## src/rtl/wb_memtest_master_if.sv

```systemverilog
// wb_memtest_master_if: Wishbone B3 signal bundle between the memory-test master and the interconnect
interface wb_memtest_master_if;
  logic [31:0] adr_o;
  logic [31:0] dat_o;
  logic [3:0]  sel_o;
  logic        we_o;
  logic        cyc_o;
  logic        stb_o;
  logic [2:0]  cti_o;
  logic [1:0]  bte_o;
  logic [31:0] dat_i;
  logic        ack_i;
  logic        err_i;
  logic        rty_i;
  modport master (output adr_o, dat_o, sel_o, we_o, cyc_o, stb_o, cti_o, bte_o, input dat_i, ack_i, err_i, rty_i);
  modport slave (input adr_o, dat_o, sel_o, we_o, cyc_o, stb_o, cti_o, bte_o, output dat_i, ack_i, err_i, rty_i);
endinterface

```

## src/rtl/wb_memtest_master.sv

```systemverilog
// wb_memtest_master: Wishbone B3 master writing an LFSR pattern in bursts, then reading it back and counting mismatches
module wb_memtest_master #(
  parameter int          BURST_LEN = 8,
  parameter logic [31:0] LFSR_SEED = 32'hACE1ACE1
) (
  input  logic                       wb_clk_i,
  input  logic                       wb_rst_n_i,
  input  logic                       start_i,
  input  logic [31:0]                base_adr_i,
  input  logic [23:0]                num_words_i,
  output logic                       busy_o,
  output logic                       done_o,
  output logic                       bus_err_o,
  output logic [15:0]                err_cnt_o,
  output logic [31:0]                first_err_adr_o,
  wb_memtest_master_if.master        wbm
);
  typedef enum logic [2:0] {IDLE, WR_BURST, WR_GAP, RD_BURST, RD_GAP, DONE} state_t;
  state_t      state_q, state_d;
  logic [31:0] adr_q, adr_d, dat_q, dat_d, lfsr_q, lfsr_d, base_q, base_d, first_q, first_d;
  logic [23:0] num_q, num_d, rem_q, rem_d, n_src;
  logic [15:0] err_cnt_q, err_cnt_d;
  logic [4:0]  left_q, left_d, n;
  logic [2:0]  cti_q, cti_d;
  logic        cyc_q, cyc_d, we_q, we_d, busy_q, busy_d, done_q, done_d, bus_err_q, bus_err_d;
  logic [31:0] base_in, lfsr_nx;
  logic        rd_start;
  assign base_in  = base_adr_i & 32'hFFFF_FFFC;
  assign lfsr_nx  = {lfsr_q[30:0], 1'b0} ^ (lfsr_q[31] ? 32'h0040_0007 : 32'h0);
  assign rd_start = state_q == WR_GAP && rem_q == 24'd0;
  // words available for the burst about to start: the request, the whole range again, or what is left
  assign n_src    = state_q == IDLE ? num_words_i : rd_start ? num_q : rem_q;
  assign n        = n_src < 24'(BURST_LEN) ? n_src[4:0] : 5'(BURST_LEN);
  always_comb begin
    state_d   = state_q;
    adr_d     = adr_q;
    dat_d     = dat_q;
    lfsr_d    = lfsr_q;
    base_d    = base_q;
    first_d   = first_q;
    num_d     = num_q;
    rem_d     = rem_q;
    err_cnt_d = err_cnt_q;
    left_d    = left_q;
    cti_d     = cti_q;
    cyc_d     = cyc_q;
    we_d      = we_q;
    busy_d    = busy_q;
    done_d    = 1'b0;
    bus_err_d = bus_err_q;
    case (state_q)
      IDLE: if (start_i) begin
        base_d    = base_in;
        num_d     = num_words_i;
        err_cnt_d = 16'h0;
        first_d   = 32'h0;
        bus_err_d = 1'b0;
        busy_d    = 1'b1;
        lfsr_d    = LFSR_SEED;
        state_d   = num_words_i == 24'd0 ? DONE : WR_BURST;
        if (num_words_i != 24'd0) begin
          cyc_d  = 1'b1;
          we_d   = 1'b1;
          adr_d  = base_in;
          dat_d  = LFSR_SEED;
          rem_d  = num_words_i;
          left_d = n;
          cti_d  = n == 5'd1 ? 3'b000 : 3'b010;
        end
      end
      WR_BURST, RD_BURST: begin
        if (wbm.err_i) begin
          cyc_d     = 1'b0;
          we_d      = 1'b0;
          dat_d     = 32'h0;
          cti_d     = 3'b000;
          bus_err_d = 1'b1;
          state_d   = DONE;
        end else if (wbm.ack_i) begin
          lfsr_d = lfsr_nx;
          adr_d  = adr_q + 32'd4;
          rem_d  = rem_q - 24'd1;
          left_d = left_q - 5'd1;
          cti_d  = left_q == 5'd2 ? 3'b111 : 3'b010;
          dat_d  = we_q ? lfsr_nx : 32'h0;
          if (!we_q && wbm.dat_i != lfsr_q) begin
            err_cnt_d = &err_cnt_q ? err_cnt_q : err_cnt_q + 16'd1;
            first_d   = err_cnt_q == 16'h0 ? adr_q : first_q;
          end
          if (left_q == 5'd1) begin
            cyc_d   = 1'b0;
            we_d    = 1'b0;
            dat_d   = 32'h0;
            cti_d   = 3'b000;
            state_d = we_q ? WR_GAP : RD_GAP;
          end
        end
      end
      WR_GAP: begin
        cyc_d   = 1'b1;
        left_d  = n;
        cti_d   = n == 5'd1 ? 3'b000 : 3'b010;
        we_d    = !rd_start;
        dat_d   = rd_start ? 32'h0 : lfsr_q;
        lfsr_d  = rd_start ? LFSR_SEED : lfsr_q;
        adr_d   = rd_start ? base_q : adr_q;
        rem_d   = rd_start ? num_q : rem_q;
        state_d = rd_start ? RD_BURST : WR_BURST;
      end
      RD_GAP: begin
        cyc_d   = rem_q != 24'd0;
        left_d  = n;
        cti_d   = rem_q == 24'd0 ? 3'b000 : n == 5'd1 ? 3'b000 : 3'b010;
        state_d = rem_q == 24'd0 ? DONE : RD_BURST;
      end
      DONE: begin
        done_d  = 1'b1;
        busy_d  = 1'b0;
        state_d = IDLE;
      end
      default: state_d = IDLE;
    endcase
  end
  always_ff @(posedge wb_clk_i or negedge wb_rst_n_i)
    if (!wb_rst_n_i) begin
      state_q   <= IDLE;
      adr_q     <= 32'h0;
      dat_q     <= 32'h0;
      lfsr_q    <= LFSR_SEED;
      base_q    <= 32'h0;
      first_q   <= 32'h0;
      num_q     <= 24'h0;
      rem_q     <= 24'h0;
      err_cnt_q <= 16'h0;
      left_q    <= 5'h0;
      cti_q     <= 3'b000;
      cyc_q     <= 1'b0;
      we_q      <= 1'b0;
      busy_q    <= 1'b0;
      done_q    <= 1'b0;
      bus_err_q <= 1'b0;
    end else begin
      state_q   <= state_d;
      adr_q     <= adr_d;
      dat_q     <= dat_d;
      lfsr_q    <= lfsr_d;
      base_q    <= base_d;
      first_q   <= first_d;
      num_q     <= num_d;
      rem_q     <= rem_d;
      err_cnt_q <= err_cnt_d;
      left_q    <= left_d;
      cti_q     <= cti_d;
      cyc_q     <= cyc_d;
      we_q      <= we_d;
      busy_q    <= busy_d;
      done_q    <= done_d;
      bus_err_q <= bus_err_d;
    end
  assign busy_o          = busy_q;
  assign done_o          = done_q;
  assign bus_err_o       = bus_err_q;
  assign err_cnt_o       = err_cnt_q;
  assign first_err_adr_o = first_q;
  assign wbm.adr_o       = adr_q;
  assign wbm.dat_o       = dat_q;
  assign wbm.sel_o       = cyc_q ? 4'hF : 4'h0;
  assign wbm.we_o        = we_q;
  assign wbm.cyc_o       = cyc_q;
  assign wbm.stb_o       = cyc_q;
  assign wbm.cti_o       = cti_q;
  assign wbm.bte_o       = 2'b00;
endmodule

```

## src/flat_wrapper.sv

```systemverilog
// flat-port wrapper written by rule: the top's interface ports become plain ports
module wb_memtest_master_flat 
#(
  parameter int          BURST_LEN = 8,
  parameter logic [31:0] LFSR_SEED = 32'hACE1ACE1
)
  (wb_clk_i, wb_rst_n_i, start_i, base_adr_i, num_words_i, busy_o, done_o, bus_err_o, err_cnt_o, first_err_adr_o, wbm_adr_o, wbm_dat_o, wbm_sel_o, wbm_we_o, wbm_cyc_o, wbm_stb_o, wbm_cti_o, wbm_bte_o, wbm_dat_i, wbm_ack_i, wbm_err_i, wbm_rty_i);
  wb_memtest_master_if wbm_i ();
  input  logic wb_clk_i;
  input  logic wb_rst_n_i;
  input  logic start_i;
  input  logic [31:0] base_adr_i;
  input  logic [23:0] num_words_i;
  output logic busy_o;
  output logic done_o;
  output logic bus_err_o;
  output logic [15:0] err_cnt_o;
  output logic [31:0] first_err_adr_o;
  output wire logic [$bits(wbm_i.adr_o)-1:0] wbm_adr_o;
  output wire logic [$bits(wbm_i.dat_o)-1:0] wbm_dat_o;
  output wire logic [$bits(wbm_i.sel_o)-1:0] wbm_sel_o;
  output wire logic [$bits(wbm_i.we_o)-1:0] wbm_we_o;
  output wire logic [$bits(wbm_i.cyc_o)-1:0] wbm_cyc_o;
  output wire logic [$bits(wbm_i.stb_o)-1:0] wbm_stb_o;
  output wire logic [$bits(wbm_i.cti_o)-1:0] wbm_cti_o;
  output wire logic [$bits(wbm_i.bte_o)-1:0] wbm_bte_o;
  input wire logic [$bits(wbm_i.dat_i)-1:0] wbm_dat_i;
  input wire logic [$bits(wbm_i.ack_i)-1:0] wbm_ack_i;
  input wire logic [$bits(wbm_i.err_i)-1:0] wbm_err_i;
  input wire logic [$bits(wbm_i.rty_i)-1:0] wbm_rty_i;
  assign wbm_adr_o = wbm_i.adr_o;
  assign wbm_dat_o = wbm_i.dat_o;
  assign wbm_sel_o = wbm_i.sel_o;
  assign wbm_we_o = wbm_i.we_o;
  assign wbm_cyc_o = wbm_i.cyc_o;
  assign wbm_stb_o = wbm_i.stb_o;
  assign wbm_cti_o = wbm_i.cti_o;
  assign wbm_bte_o = wbm_i.bte_o;
  assign wbm_i.dat_i = wbm_dat_i;
  assign wbm_i.ack_i = wbm_ack_i;
  assign wbm_i.err_i = wbm_err_i;
  assign wbm_i.rty_i = wbm_rty_i;
  wb_memtest_master #(.BURST_LEN(BURST_LEN), .LFSR_SEED(LFSR_SEED)) u_core (.wb_clk_i(wb_clk_i), .wb_rst_n_i(wb_rst_n_i), .start_i(start_i), .base_adr_i(base_adr_i), .num_words_i(num_words_i), .busy_o(busy_o), .done_o(done_o), .bus_err_o(bus_err_o), .err_cnt_o(err_cnt_o), .first_err_adr_o(first_err_adr_o), .wbm(wbm_i));
endmodule
```

## config.mk

```make
export PLATFORM = sky130hd
export DESIGN_NAME = wb_memtest_master_flat
export DESIGN_NICKNAME = d
export VERILOG_FILES = /design/src/rtl/wb_memtest_master_if.sv /design/src/rtl/wb_memtest_master.sv /design/src/flat_wrapper.sv
export SDC_FILE = /design/constraint.sdc
export NUM_CORES = 1
export LEC_CHECK = 0
export ABC_AREA = 1
export BUFFER_PORTS_ARGS = -buffer_cell sky130_fd_sc_hd__buf_2
export CAP_MARGIN = 10
export CORE_ASPECT_RATIO = 0.75
export CORE_MARGIN = 4
export CORE_UTILIZATION = 39
export DETAILED_ROUTE_END_ITERATION = 7
export HOLD_SLACK_MARGIN = 0.05
export REMOVE_ABC_BUFFERS = 1
export SYNTH_ARGS = -nofsm -noshare
export SYNTH_HDL_FRONTEND = slang
export SYNTH_SLANG_ARGS = --single-unit
```

## constraint.sdc

```tcl
create_clock -name wb_clk_i -period 2.6 [get_ports wb_clk_i]
set_input_delay 0.26 -clock wb_clk_i [delete_from_list [all_inputs] [get_ports wb_clk_i]]
set_output_delay 0.26 -clock wb_clk_i [all_outputs]
set_load 0.02 [all_outputs]
```

Yosys cells after proc, flatten, opt, wreduce, memory -nomap -nowiden. Index checks and enable logic that the tools add are counted.

Add/subtract/negate cells: 4. $lt $le $gt $ge: 1. Eq/ne operators: 20. Mux-type cells: 77. Bitwise gates (word level): 1. Reduce and logical (&&, ||, !) cells: 32.

Operators by type and width (count): 32-bit 2-to-1 mux (21); 32-bit case mux with 3 select lines (3); 24-bit 2-to-1 mux (6); 16-bit 2-to-1 mux (5); 24-bit case mux with 3 select lines (1); 32-bit case mux with 2 select lines (1); 24-bit zero test (2); 24-bit nonzero test (2); 3-bit 2-to-1 mux (14); 32-bit by 3-bit adder with 32-bit output (second input constant) (1); 32-bit != test (1); 16-bit case mux with 2 select lines (1); 32-bit XOR (1); 5-bit 2-to-1 mux (5); 5-bit AND reduction (5); 24-bit by 4-bit < comparator with 1-bit output (second input constant) (1); 3-bit case mux with 4 select lines (2); 24-bit by 1-bit subtractor with 24-bit output (second input constant) (1); 23-bit 2-to-1 mux (1); 6-bit AND reduction (3); 16-bit by 1-bit adder with 16-bit output (second input constant) (1); 16-bit zero test (1); 16-bit AND reduction (1); 5-bit case mux with 3 select lines (1); 26 further kinds (54).

Bits in registers: 238. Input bits: 94. Output and inout bits: 127. Word-level logic and storage cells: 151.

Logic depth before layout (Yosys ltp).
Depth after elaboration: 11. Mapped depth: 19.

Worst setup path after synthesis. Ideal clock, no wire load.

Path type: reg2reg. Start: register u_core.adr_q[3], in the netlist u_core.wbm.adr_o[3]. End: register u_core.adr_q[20], in the netlist u_core.wbm.adr_o[20]. Setup time: 0.119 ns. Data arrival time: 1.997 ns. Data required time: 2.481 ns. Setup slack: 0.484 ns. Cell stages (with the launch flop): 14. Clock period less this slack: 2.116 ns. Cells stage by stage: dfrtp_1 > ha_1 > nand2_1 > nor2_4 > nand2_2 > nor2_4 > nand2_2 > nor3_2 > nand4_1 > nor2_1 > nand3_1 > nand3_1 > nand3_1 > o21a_1.

Cells in the longest elaborated chain, start to end: 4.

RTL lines: start, declared (line wb_memtest_master.sv:20) `logic [31:0] adr_q, adr_d, dat_q, dat_d, lfsr_q, lfsr_d, base_q, base_d, first_q, first_d;`; start signal, assigned (line wb_memtest_master.sv:144) `adr_q <= adr_d;`; 32-bit by 3-bit adder with 32-bit output (line wb_memtest_master.sv:81) `adr_d = adr_q + 32'd4;`; 32-bit 2-to-1 mux (line wb_memtest_master.sv:79) `end else if (wbm.ack_i) begin`; 32-bit 2-to-1 mux (line wb_memtest_master.sv:72) `if (wbm.err_i) begin`; 32-bit case mux with 3 select lines (line wb_memtest_master.sv:51) `case (state_q)`.

Every way passes these cells. The select of a mux whose other input is x is not followed. A chain may end at the register's enable or synchronous reset.

Final worst setup path.
Start: register u_core.state_q[0]. End: register u_core.rem_q[22].

Cells in the longest elaborated chain, start to end: 4.

RTL lines: start, declared (line wb_memtest_master.sv:19) `state_t state_q, state_d;`; start signal, assigned (line wb_memtest_master.sv:143) `state_q <= state_d;`; 3-bit by 1-bit == test with 1-bit output, or another cell as far along (line wb_memtest_master.sv:51); 2-bit OR reduction or 1-bit logical AND (tied branches) (line wb_memtest_master.sv:51, wb_memtest_master.sv:30); 2-bit != test (no source line), or another cell as far along; 5-bit AND reduction (no source line) or 24-bit case mux with 3 select lines (tied branches); end signal, assigned (line wb_memtest_master.sv:150) `rem_q <= rem_d;`; end, declared (line wb_memtest_master.sv:21) `logic [23:0] num_q, num_d, rem_q, rem_d, n_src;`.

Several ways; a longest one is shown, not always the timed one.

==> impl_results.md <==
- Critical Path Fanout Max: 20
- Routability cong.: around 0.9
- Area of the multi-input gates: approximately 0.0062 sq mm
- Final Setup Violations: 0
- Total chip power: 20.48 mW
- Die width: 219.8 um
- Final Slew Violations: 0
- RSZ-0062 raised after global routing: true
- CP required: 3.03 ns
- Arr. time, crit path: 2.87 ns
- P&R area growth vs syn: 24.54%
- Clock share of power: 0.193
- Detailed Place HPWL: 29,840 um
- Warnings from Yosys: 0
- Pwr per Cell Area: 1254 mW/mm^2
- Max-Cap Viols: 0
- Syn Area/Cell: 7.713 sq um
- Core Region: 0.03281 sq mm
- Die area: around 0.037 sq mm
- Rows: 57
- Num CTS Buffers: 26
- Grt ovf: 0
- Global-route wire length before repair: between 60,000 and 70,000 um
- WL per Instance: 17.70 um
- Vias/cell: between 5 and 6
- Post-route ant nets: 0
- Worst Setup Path Type: reg -> reg
- Power Internal: about 11 mW
- CP max-delay cell: dfrtp_1
- Setup TNS: 0 ns
- Inserted Diodes: 0
- Critical Path Start Type: flip-flop
- TritonRoute pass-1 iters: 5
- Status: finished clean
- Switching Share: 0.4663
- Tmin final: 2.435 ns
- Fin. Hold Viols: 0
- Fin crit share: 0.9367
- Largest net degree at the start of global routing: 75
- FF+latch area: 0.005851 sq mm
- Via count: 12,760
- Layout Skew: roughly 0.016 ns
- Synth Register Bits: 233
- Fill count: 3,232
- Initial drt markers: 1,153
- Top delay family on crit path: buffers and inverters
- Register area share after synthesis: 0.4459
- Clock slew at reported path FFs: 0.06 ns
- Initial core utilization: 0.3999
- CP Capture Type: flip-flop
- CTS Buffer Depth: 3
- Total global-route track usage: 0.2321
- Fmax: 410.6 MHz
- CP cell instances: inv_2 -> nor2_4 -> buf_4 -> nand2_1 -> o21ai_2 -> inv_2 -> nand3_4 -> nor2_8 -> inv_2 -> a21oi_1 -> o21ai_1 -> o22ai_1 -> inv_1
- Unique masters post-synth: 59
- Sequential share of power: 0.317
- Sw Pwr: 9.552 mW
- Port Buffers: between 200 and 250
- Actual slew at the worst max-slew pin: 0.7448 ns
- Drt drc: 0
- Die H: 166.8 um
- Synthesized area: 0.01312 sq mm
- Fraction of layout cells with a size suffix above 1: 0.2036
- Clk sinks: approximately 230
- Combinational Power Share: 0.489
- Io pins: 221
- CTS tree: done
- CTS Root Cell: clkbuf_16
- Hold Crit Class: in -> reg
- Cell count after synthesis: around 1,700
- Number of global-route vias before repair: ~12,000
- Clk_lat worst skew: 0.55 ns
- Initial antenna violation count: 0
- Slew margin rel.: 0.5035
- Largest stage delay, worst path: 0.46 ns
- Pleak: a little under 8 nW
- H-tree depth: 1
- WP buf/inv: 5
- Post-Route WL: 42,840 um
- Worst ir drop on vdd: between 700 and 800 uV
- Cell mode on critical path: inv_2
- Commonest cells after routing, fill and taps aside: nand2_1 (460), dfrtp_1 (217), buf_2 (210), inv_1 (152), o21ai_0 (125)
- Most common cell after layout, fill and taps aside: nand2_1
- NumNets Final: just over 2,000
## through the flow
step | util | worst slack [ns] | cells | hold slack (ns) | cell area, sq um
floorplan | - | -2.162 | 1618 | -0.03559 | 12700
global placement | 0.4511 | 0.1886 | 2315 | 0.3009 | 14800
detailed placement | 0.4511 | 0.1058 | 2315 | 0.3026 | 14800
CTS | 0.4962 | 0.07362 | 2418 | 0.06771 | 16280
global route | 0.4981 | -0.03575 | 2421 | 0.09286 | 16340
finish | 0.4981 | 0.1646 | 2421 | 0.09565 | 16340
## kinds of logic after synthesis
group	count (synthesis)	synth area share
AND/OR/NAND/NOR	788	0.2700
AO/OA/AOI/OAI	367	0.1654
buffers and inverters	264	0.08411
flip-flops	233	0.4459
XOR/XNOR	40	0.02670
adder cells (fa/ha/maj)	8	0.007630
other	1	0.0002858
## flip-flops by register name (all words and copies together) (netlist names), 16 cells and up
register	flops
u_core.rem_q	24
u_core.wbm.dat_o	32
u_core.wbm.adr_o	30
u_core.base_q	30
u_core.lfsr_q	32
u_core.num_q	24
u_core.first_err_adr_o	30
u_core.err_cnt_o	16
## worst register-to-register path, cell delays in order (launching register included)
cell and delay, ns:
dfrtp_1 0.46, inv_2 0.12, nor2_4 0.05, buf_4 0.21, nand2_1 0.12, o21ai_2 0.10
inv_2 0.10, nand3_4 0.15, nor2_8 0.28, inv_2 0.25, a21oi_1 0.22, o21ai_1 0.09
o22ai_1 0.11, inv_1 0.05
## power by group through the flow
stage | Sequential [mW] | Clock (mW) | Combinational (mW)
finish | 6.50 | 3.96 | 10.0
global route | 6.72 | 4.21 | 11.2
CTS | 6.48 | 4.05 | 9.99
detailed placement | 6.51 | 0 | 9.88
global placement | 6.47 | 0 | 9.70
floorplan | 7.06 | 0 | 5.56
## path summary, 6_finish.rpt
check | startpoint | end | slack, ns | depth (start not counted)
min reg2reg | u_core.wbm.dat_o[12] | u_core.wbm.dat_o[12] | 0.47 | 2
max in group asynchronous | wb_rst_n_i | u_core.lfsr_q[11] | 1.53 | 3
max reg2reg | u_core.state_q[0] | u_core.rem_q[22] | 0.16 | 13
min in group asynchronous | wb_rst_n_i | u_core.first_err_adr_o[20] | 0.32 | 2
min | wbm_ack_i | u_core.state_q[0] | 0.1 | 4
max | u_core.state_q[0] | u_core.rem_q[22] | 0.16 | 13
## cell usage after synthesis, drive strengths merged
cell type,number,area [sq um]
or4,1,7.510
xnor2,23,201.4
o221ai,10,87.58
o21a,4,30.03
nand3,92,513.0
buf,45,271.5
conb,1,3.750
or2,12,75.08
inv,175,664.4
a31oi,10,62.56
nand2,469,1800
a32oi,6,52.55
nand3b,2,15.01
clkinv,1,3.750
a311oi,2,17.52
a211oi,3,22.52
o211ai,8,60.06
a22o,2,17.52
nor2,138,659.4
a31o,2,17.52
nor3,29,166.4
nor3b,2,15.01
nand2b,1,6.260
nor4,14,93.84
o31ai,29,217.7
ha,8,100.1
a22oi,9,67.56
a21oi,50,250.2
o22ai,37,231.5
clkbuf,43,163.9
o2111ai,1,8.760
dfstp,16,420.4
o21ai,181,913.4
nand4,28,190.2
a221oi,6,52.55
o21bai,1,7.510
dfrtp,217,5430
xor2,17,148.9
a41oi,6,52.55
## area by class of cell
| class | count | share of cell area |
|---|---|---|
| clock buffers | 43 | 0.05177 |
| clock inverters | 4 | 0.004441 |
| inverters | 176 | 0.04104 |
| multi-input cells | 1210 | 0.3817 |
| flip-flops and latches | 233 | 0.3581 |
| well taps | 442 | 0.03385 |
| repair buffers | 313 | 0.1291 |
## per-layer routing
metal	track usage	wire (um)	vias up
li1	-	-	6210
met1	0.3499	20490	6083
met2	0.3524	18890	406
met3	0.03388	2464	61
met4	0.05377	995	0
met5	0	0	-
## repair_timing
item | 4_1_cts | 5_1_grt
hold buffers | 56 | 0
endpoints found under the setup margin | 0 | 18
buffers inserted | 0 | 2
gates resized for setup | 0 | 10
hold endpoints to repair | 136 | 0
Note: power is estimated with default switching activity, not from simulation.
